$ cat config.mk
export PLATFORM = sky130hd
export DESIGN_NAME = serial_addsub_ctrl_flat
export DESIGN_NICKNAME = d
export VERILOG_FILES = /design/src/rtl/serial_addsub_if.sv /design/src/rtl/serial_addsub_ctrl.sv /design/src/flat_wrapper.sv
export SDC_FILE = /design/constraint.sdc
export NUM_CORES = 1
export LEC_CHECK = 0
export BUFFER_PORTS_ARGS = -buffer_cell sky130_fd_sc_hd__buf_2
export CORE_MARGIN = 5
export CORE_UTILIZATION = 50
export DETAILED_ROUTE_END_ITERATION = 6
export GPL_ROUTABILITY_DRIVEN = 0
export GPL_TIMING_DRIVEN = 0
export PLACE_DENSITY = 0.73
export SYNTH_ARGS = -nofsm -noshare
export SYNTH_HDL_FRONTEND = slang
export SYNTH_SLANG_ARGS = --single-unit
$ cat constraint.sdc
create_clock -name clk_i -period 1.7 [get_ports clk_i]
set_input_delay 0.255 -clock clk_i [delete_from_list [all_inputs] [get_ports clk_i]]
set_output_delay 0.255 -clock clk_i [all_outputs]
set_load 0.1 [all_outputs]
$ cat src/rtl/serial_addsub_if.sv
// Handshake and result bundle between a requester and the bit-serial add/subtract sequencer.
// The requester drives operands and start; the sequencer returns status and the registered result.
interface serial_addsub_if #(
    parameter int WIDTH = 4
);
    logic             start;
    logic [WIDTH-1:0] a;
    logic [WIDTH-1:0] b;
    logic             control;
    logic             busy;
    logic             done;
    logic [WIDTH-1:0] result;
    logic             cout;
    logic             overflow;

    modport master (
        output start, a, b, control,
        input  busy, done, result, cout, overflow
    );

    modport slave (
        input  start, a, b, control,
        output busy, done, result, cout, overflow
    );
endinterface

$ cat src/rtl/serial_addsub_ctrl.sv
// Bit-serial add/subtract sequencer: one full-adder cell reused over WIDTH cycles, LSB first,
// with a registered result, carry-out, two's-complement overflow and a one-cycle done pulse.
module serial_addsub_ctrl #(
    parameter int WIDTH = 4
) (
    input  logic           clk_i,
    input  logic           rst_i,
    serial_addsub_if.slave bus
);
    localparam int CW = (WIDTH > 2) ? $clog2(WIDTH) : 1;
    localparam logic [CW-1:0] LAST_BIT = CW'(WIDTH - 1);

    typedef enum logic [1:0] {
        ST_IDLE = 2'd0,
        ST_RUN  = 2'd1,
        ST_DONE = 2'd2
    } state_t;

    // Returns {carry_out, sum} of a single full-adder cell.
    function automatic logic [1:0] full_add(input logic x, input logic y, input logic ci);
        return {(x & y) | (x & ci) | (y & ci), x ^ y ^ ci};
    endfunction

    state_t           state_q,  state_d;
    logic [WIDTH-1:0] a_sh_q,   a_sh_d;
    logic [WIDTH-1:0] b_sh_q,   b_sh_d;
    logic [WIDTH-1:0] res_sh_q, res_sh_d;
    logic             ctl_q,    ctl_d;
    logic             carry_q,  carry_d;
    logic [CW-1:0]    cnt_q,    cnt_d;
    logic [WIDTH-1:0] result_q, result_d;
    logic             cout_q,   cout_d;
    logic             ovf_q,    ovf_d;
    logic             busy_q,   busy_d;
    logic             done_q,   done_d;
    logic [1:0]       fa_s;
    logic             msb_cin_s;

    // Next-state, datapath and output decode for the sequencer.
    always_comb begin
        state_d   = state_q;
        a_sh_d    = a_sh_q;
        b_sh_d    = b_sh_q;
        res_sh_d  = res_sh_q;
        ctl_d     = ctl_q;
        carry_d   = carry_q;
        cnt_d     = cnt_q;
        result_d  = result_q;
        cout_d    = cout_q;
        ovf_d     = ovf_q;
        msb_cin_s = carry_q;
        // Subtraction inverts B and seeds the carry with 1 (A + ~B + 1).
        fa_s      = full_add(a_sh_q[0], b_sh_q[0] ^ ctl_q, carry_q);

        case (state_q)
            ST_IDLE: begin
                if (bus.start) begin
                    a_sh_d  = bus.a;
                    b_sh_d  = bus.b;
                    ctl_d   = bus.control;
                    carry_d = bus.control;
                    cnt_d   = '0;
                    state_d = ST_RUN;
                end else begin
                    state_d = ST_IDLE;
                end
            end
            ST_RUN: begin
                a_sh_d   = {1'b0, a_sh_q[WIDTH-1:1]};
                b_sh_d   = {1'b0, b_sh_q[WIDTH-1:1]};
                res_sh_d = {fa_s[0], res_sh_q[WIDTH-1:1]};
                carry_d  = fa_s[1];
                cnt_d    = cnt_q + CW'(1);
                if (cnt_q == LAST_BIT) begin
                    state_d  = ST_DONE;
                    result_d = {fa_s[0], res_sh_q[WIDTH-1:1]};
                    cout_d   = fa_s[1];
                    ovf_d    = msb_cin_s ^ fa_s[1];
                end else begin
                    state_d  = ST_RUN;
                end
            end
            ST_DONE: begin
                state_d = ST_IDLE;
            end
            default: begin
                state_d = ST_IDLE;
            end
        endcase

        busy_d = (state_d == ST_RUN);
        done_d = (state_d == ST_DONE);
    end

    // State, datapath and output registers; reset discards any operation in flight.
    always_ff @(posedge clk_i or posedge rst_i) begin
        if (rst_i) begin
            state_q  <= ST_IDLE;
            a_sh_q   <= '0;
            b_sh_q   <= '0;
            res_sh_q <= '0;
            ctl_q    <= 1'b0;
            carry_q  <= 1'b0;
            cnt_q    <= '0;
            result_q <= '0;
            cout_q   <= 1'b0;
            ovf_q    <= 1'b0;
            busy_q   <= 1'b0;
            done_q   <= 1'b0;
        end else begin
            state_q  <= state_d;
            a_sh_q   <= a_sh_d;
            b_sh_q   <= b_sh_d;
            res_sh_q <= res_sh_d;
            ctl_q    <= ctl_d;
            carry_q  <= carry_d;
            cnt_q    <= cnt_d;
            result_q <= result_d;
            cout_q   <= cout_d;
            ovf_q    <= ovf_d;
            busy_q   <= busy_d;
            done_q   <= done_d;
        end
    end

    assign bus.busy     = busy_q;
    assign bus.done     = done_q;
    assign bus.result   = result_q;
    assign bus.cout     = cout_q;
    assign bus.overflow = ovf_q;
endmodule

$ cat src/flat_wrapper.sv
// flat-port wrapper written by rule: the top's interface ports become plain ports
module serial_addsub_ctrl_flat 
#(
    parameter int WIDTH = 4
)
  (clk_i, rst_i, bus_start, bus_a, bus_b, bus_control, bus_busy, bus_done, bus_result, bus_cout, bus_overflow);
  serial_addsub_if #(.WIDTH(WIDTH)) bus_i ();
  input  logic clk_i;
  input  logic rst_i;
  input wire logic [$bits(bus_i.start)-1:0] bus_start;
  input wire logic [$bits(bus_i.a)-1:0] bus_a;
  input wire logic [$bits(bus_i.b)-1:0] bus_b;
  input wire logic [$bits(bus_i.control)-1:0] bus_control;
  output wire logic [$bits(bus_i.busy)-1:0] bus_busy;
  output wire logic [$bits(bus_i.done)-1:0] bus_done;
  output wire logic [$bits(bus_i.result)-1:0] bus_result;
  output wire logic [$bits(bus_i.cout)-1:0] bus_cout;
  output wire logic [$bits(bus_i.overflow)-1:0] bus_overflow;
  assign bus_i.start = bus_start;
  assign bus_i.a = bus_a;
  assign bus_i.b = bus_b;
  assign bus_i.control = bus_control;
  assign bus_busy = bus_i.busy;
  assign bus_done = bus_i.done;
  assign bus_result = bus_i.result;
  assign bus_cout = bus_i.cout;
  assign bus_overflow = bus_i.overflow;
  serial_addsub_ctrl #(.WIDTH(WIDTH)) u_core (.clk_i(clk_i), .rst_i(rst_i), .bus(bus_i));
endmodule
# [Word level (Yosys, flattened, before mapping)]
# Cells that the tools add are included.
[totals] register_bits=26 latch_bits=0 mem_bits_rw=0 rom_bits=0 inputBits=12 output_inout_bits=8 elab_cells=43 memories=0
[op_classes] n_addsub=1 mul=0 div=0 n_lt_le_gt_ge=0 eq_ne=5 shifts=0 mux=11 n_bitwise=9 n_reduce_logical=5
[op_table] operator="4-bit one-hot mux with 2 select lines" n=2
[op_table] operator="4-bit two-way mux" n=2
[op_table] operator="2-bit one-hot mux with 2 select lines" n=2
[op_table] operator="2-bit AND reduction" n=3
[op_table] operator="2-bit by 1-bit equality test with 1-bit output, second input constant" n=2
[op_table] operator="2-bit equality test, second input constant" n=2
[op_table] operator="2-bit two-way mux" n=2
[op_table] operator="1-bit XOR" n=4
[op_table] operator="1-bit AND" n=3
[op_table] operator="2-bit by 1-bit adder with 2-bit output, second input constant" n=1
[op_table] operator="2-bit logical NOT" n=1
[op_table] operator="1-bit two-way mux" n=2
[op_table] operator="2-bit inequality test, second input constant" n=1
[op_table] operator="1-bit bitwise OR" n=2
[op_table] operator="1-bit one-hot mux with 2 select lines" n=1
[op_table] operator="2-bit nonzero test" n=1

# [Longest topological paths before layout]
# Gate-level depths: netlist of the first run.
[depth] ltp_word=5 ltp_mapped=4

# [Worst setup path after synthesis of the first run]
# OpenSTA, ideal clock, no wires.
[synth_timing] kind="reg2reg" from="register u_core.b_sh_q[0]" to="register u_core.ovf_q, in the netlist u_core.bus.overflow" setup_ns=0.126 arrival_ns=1.283 setup_slack_ns=0.292 path_stages_with_launch=5 n_path_buf=0 period_less_slack_ns=1.408 cell_sequence="dfrtp_1 xnor2_1 fa_1 xnor2_1 mux2_2"
[synth_via] elab_chain_len=5
[synth_lines] item="from (decl)" line="serial_addsub_ctrl.sv:26" text="logic [WIDTH-1:0] b_sh_q, b_sh_d;"
[synth_lines] item="from (signal assigned)" line="serial_addsub_ctrl.sv:113" text="b_sh_q <= b_sh_d;"
[synth_lines] item="1-bit XOR *" line="serial_addsub_ctrl.sv:53" text="fa_s = full_add(a_sh_q[0], b_sh_q[0] ^ ctl_q, carry_q);"
[synth_lines] item="1-bit AND" line="serial_addsub_ctrl.sv:21" text="return {(x & y) | (x & ci) | (y & ci), x ^ y ^ ci};"
[synth_lines] item="1-bit bitwise OR" line="serial_addsub_ctrl.sv:21"
[synth_lines] item="1-bit bitwise OR *" line="serial_addsub_ctrl.sv:21"
[synth_lines] item="1-bit XOR *" line="serial_addsub_ctrl.sv:78" text="ovf_d = msb_cin_s ^ fa_s[1];"
[synth_lines] item="to (signal assigned)" line="serial_addsub_ctrl.sv:120" text="ovf_q <= ovf_d;"
[synth_lines] item="to (decl)" line="serial_addsub_ctrl.sv:33" text="logic ovf_q, ovf_d;"
# Every way passes the cells marked *; elsewhere a longest branch is shown, timed or not.
# A chain may end at the register's enable or synchronous reset.

# [Worst setup path in the final report of the first run]
# Same ends and word-level chain as after synthesis.

==> results.toml, run 1 <==
[run_status]
status = "complete, no violations"

[routing]
dr.pass1.iters = 5
remaining_drc_errors = 0
num_vias = 695
finalWirelength_um = 1820
wire_per_inst_um = 13.5
drt_iter0_drc = 31
via_per_inst = 5.19
ant_nets = 0

[synth]
ys_ff_latch = 25
synthTopCellsByArea = "dfrtp_1 (57%), mux2_2 (7.2%), inv_1 (4.5%), a222oi_1 (3.7%), mux2i_1 (2.7%)"
synth_top_cell_by_area = "dfrtp_1"
synth_nets = 97
syn_inst = 83
syn_area_um2 = 1090
yosysSeqAreaShare_pct = 57.1
synth_top_area_share_pct = 57.1
synth.avg_cell_area_um2 = 13.2
yosysUniqueCellTypes = 23
synth_warnings = 0

[sta]
slew_violations = 0
fmax_mhz = 674
max_slew_margin_pct = 38.2
post-route-min-period_ps = 1480
skew_ps = 6.31
post-route-period-util_pct = 87.3
timing.hold.ws_ps = 130
hold_viol = 0
worst-slew-pin-transition_ps = 926
layout_setup_ws_ps = 216
rsz0062_at_grt = "false"
setup_tns_ps = 0
setup_viol = 0

[clocking]
cts_root_buf = "clkbuf_4"
clk_latency_ps = 310
clkTransAtPathRegs_ps = 130
numCtsBuffers = 3
cts_tree = "yes"
cts_hold_buf = 0
cts.repair.resized = 0
h-tree-depth = 1
cts_setup_buffers = 0
cts_buffer_depth = 2
cts_sinks = 25

[setup_path]
start_kind = "register"
worstRegToRegCells = 4
critPathKind = "register to register"
cp.arrival_ps = 1690
crit_required_ps = 1910
r2r-start = "u_core.b_sh_q[0]"
critPathLaunch = "u_core.b_sh_q[0]"
worstPathMaxFanout = 3
crit_path_end_kind = "register"

[global_route]
grt_use_total_pct = 12.1
grt_pass1_vias = 734
antenna_found_initial = 0
grt_pass1_wl_um = 3130
grt_max_degree = 26
gr-total-overflow = 0

[cells_and_area]
final_cell_mix = "dfrtp_1 (25), buf_2 (20), inv_1 (13)"
synthToLayoutAreaGrowth_pct = 14.3
num_antenna_cells = 0
fin_nets = 121
final_common_cell = "dfrtp_1"
finalNonFillerCells = 134
drive_above_1_share_pct = 33.0

[floorplan]
start_util_pct = 51.0
die_x_um = 56.8
rows = 17
fp.dieArea_um2 = 3230
ios = 20
die_h_um = 56.8
core_um2 = 2150

[place]
dp.cells = 130
dp_slack_ps = 224
io_buffers = 19
dp_hpwl_um = 1310

[worst_hold_path]
hold_class = "input pin to asynchronous set/reset pin"

[run]
maxCapViolCount = 0
sequential cells by signal, indices dropped and copies added, names as in the netlist, 2 cells and up:
name               count
u_core.a_sh_q          4
u_core.bus.result      4
u_core.res_sh_q        3
u_core.b_sh_q          4
u_core.cnt_q           2
u_core.state_q         2
final timing paths:
kind,end,slack [ps]
max in group asynchronous,u_core.state_q[0],1010
min in group clk_i,u_core.b_sh_q[3],170
worst max register to register,u_core.bus.overflow,220
worst max-delay path,u_core.bus.overflow,220
worst min register to register,u_core.bus.result[1],510
worst min-delay path,u_core.b_sh_q[1],130
layer usage:
metal	part of all wire [%]	vias up	global-route usage, %
li1	-	338	-
met1	46	331	16.6
met2	47	24	18.8
met3	6.8	2	2.30
met4	0.39	0	4.97
met5	0	-	0
metrics by stage:
| stage | utilization [%] | instance area [um^2] |
|---|---|---|
| after global routing | 58.2 | 1250 |
| after CTS | 58.2 | 1250 |
| after detailed placement | 57.0 | 1220 |
| after global placement | 57.0 | 1220 |
| final | 58.2 | 1250 |
| after floorplan | - | 1090 |
critical path, cell delays in order (launching register included):
cell and delay (ps):
dfrtp_1 410, xnor2_1 140, fa_1 430, xnor2_1 150, mux2_2 260
kinds of logic (layout without fill, tap and decap cells):
family | Yosys count | count (layout) | share of synthesized area [%]
DFF | 25 | 25 | 57.1
buffers and inverters | 17 | 40 | 7.66
AOI/OAI and AO/OA | 13 | 13 | 9.83
and+or+nand+nor | 13 | 13 | 9.83
muxes | 11 | 11 | 11.0
adders and majority gates | 2 | 2 | 2.97
xor gates and xnor gates | 2 | 2 | 1.60
synthesized netlist by cell type, drive strengths merged:
library cell / instances
a221oi: 1
mux2i: 3
a21oi: 2
fa: 1
buf: 4
dfrtp: 25
a22o: 3
o21bai: 1
nand3b: 1
a211oi: 2
nor2b: 2
nor3b: 3
mux2: 8
a222oi: 4
xnor2: 2
inv: 13
nor2: 4
nor4b: 3
ha: 1
layout make-up:
type,instances,area (um^2)
flip-flops and latches,25,626
multi-input cells,41,385
well taps,28,35.0
clock buffers,4,26.3
plain buffers,4,35.0
repair buffers,19,95.1
inverters,13,48.8
fillers,191,897
Power of run 1 is left out: the tool's default activity adds up to more than one toggle a clock period on the data nets, which glitch-free logic cannot reach.
==> run 2, diff against run 1 <==
CORE_UTILIZATION = 48   (was 50)
clock period = 1.2 ns   (was 1.7 ns; I/O delays follow)
==> run 2 against run 1 <==
Effect of this change:
- the run now ends with setup timing left
- worst setup slack worse by 430 ps
- final cell count is 12% higher
- clock skew grew 3.4 ps
- final area increased by 21%
- routed wire length grew 31%
- flip-flop and latch count unchanged
- global-route usage rose by 1.9 points
- core utilization rose by 11 points
- critical endpoint unchanged
==> results.toml, run 2 (same netlist as run 1, synthesis figures left out) <==
[run_status]
status = "complete, but fails checks"
violations = "setup timing"

[sta]
post-route-period-util_pct = 118
setup_viol = 7
slew_violations = 0
fmax_mhz = 707
layout_setup_ws_ps = -215
skew_ps = 9.73
worst-slew-pin-transition_ps = 918
max_slew_margin_pct = 38.7
hold_viol = 0
post-route-min-period_ps = 1420
rsz0062_at_grt = "true"

[setup_path]
crit_chain = "xnor2_1 > fa_2 > xnor2_1 > mux2_2"
start_kind = "register"
critical-path-top-delay-family = "flip-flops"
crit_top_cell = "xnor2_1"
cp.arrival_ps = 1640
critPathKind = "register to register"
rrSetupSlack_ps = -220
reg2reg_to = "u_core.bus.overflow"
max_stage_delay_ps = 420
crit_path_end_kind = "register"
r2r-start = "u_core.ctl_q"
crit_required_ps = 1420
worstRegToRegCells = 4
crit_buf_inv = 0
worst_path_max_delay_cell = "dfrtp_1"
worstPathMaxFanout = 2

[worst_hold_path]
hold_class = "input pin to asynchronous set/reset pin"

[routing]
wire_per_inst_um = 15.9
dr.pass1.iters = 4
via_per_inst = 5.30
num_vias = 795
remaining_drc_errors = 0
drt_iter0_drc = 25
ant_nets = 0
finalWirelength_um = 2390

[cells_and_area]
fin_nets = 137
final_common_cell = "dfrtp_1"
final_cell_mix = "dfrtp_1 (20), buf_4 (17), inv_1 (13)"
drive_above_1_share_pct = 54.1
synthToLayoutAreaGrowth_pct = 38.5
num_antenna_cells = 0

[global_route]
grt_pass1_wl_um = 3550
antenna_found_initial = 0
gr-total-overflow = 0
grt_max_degree = 26
grt_pass1_vias = 810
grt_use_total_pct = 14.0

[floorplan]
fp.dieArea_um2 = 3340
core_um2 = 2190
rows = 17
ios = 20
die_h_um = 57.8
start_util_pct = 50.0
die_x_um = 57.8

[run]
maxCapViolCount = 0

[clocking]
cts_sinks = 25
cts_tree = "yes"
cts_buffer_depth = 2
clk_latency_ps = 320
cts_root_buf = "clkbuf_4"
clkTransAtPathRegs_ps = 130
numCtsBuffers = 3
h-tree-depth = 1

[place]
dp_hpwl_um = 1450
dp_slack_ps = -217
io_buffers = 19
[run 2: changes by cell type in the layout (fill, tap and decap cells not counted), moves of 2 or more]
cell     delta
buf_2       -8
buf_4      +16
buf_6       +7
dfrtp_1     -5
dfrtp_2     +5
mux2_2      -5
mux2_4      +6
nor4b_1     -2
nor4b_2     +2
[run 2: area by class of cell]
class                   instances  area (um^2)
well taps                      28         35.0
fillers                       178          674
repair buffers                 35          255
inverters                      13         48.8
flip-flops and latches         25          632
plain buffers                   4         48.8
multi-input cells              41          470
clock buffers                   4         26.3
[run 2: what timing repair did]
item                                    4_1_cts  5_1_grt
cloned                                        0        1
gates resized for setup                      19       20
pin swaps                                     3        6
setup buffers                                 5       10
endpoints found under the setup margin       24       22
hold buffers                                  0        0
[run 2: worst max path at each step]
stage                startpoint                   to  cells past startpoint  slack, ps
6_report           u_core.ctl_q  u_core.bus.overflow                      4       -220
3_5_place_dp       u_core.ctl_q  u_core.bus.overflow                      4       -220
4_1_cts        u_core.b_sh_q[0]  u_core.bus.overflow                      4       -210
3_3_place_gp   u_core.b_sh_q[0]  u_core.bus.overflow                      4       -190
5_1_grt            u_core.ctl_q  u_core.bus.overflow                      4       -280
2_1_floorplan  u_core.b_sh_q[0]  u_core.bus.overflow                      4       -150
[run 2: routing by layer]
metal / GRT usage (%) / part of all wire, % / routed length [um] / vias up
li1: - / - / - / 370
met1: 16.3 / 41 / 971 / 398
met2: 24.7 / 54 / 1290 / 25
met3: 2.45 / 4.7 / 112 / 2
met4: 6.95 / 0.59 / 14 / 0
met5: 0 / 0 / 0 / -
[run 2: stage by stage]
| step | util (%) | cell area (um^2) | hold slack (ps) | setup TNS, ps | instances |
|---|---|---|---|---|---|
| 2_1_floorplan | - | 1100 | 207 | -160 | 83 |
| 6_report | 69.2 | 1520 | 41.3 | -820 | 150 |
| 5_1_grt | 69.2 | 1520 | 90.7 | -1300 | 150 |
| 3_3_place_gp | 56.2 | 1230 | 405 | -470 | 130 |
| 3_5_place_dp | 56.2 | 1230 | 416 | -807 | 130 |
| 4_1_cts | 62.0 | 1360 | 74.7 | -800 | 139 |
Power of run 2 is left out for the same reason.
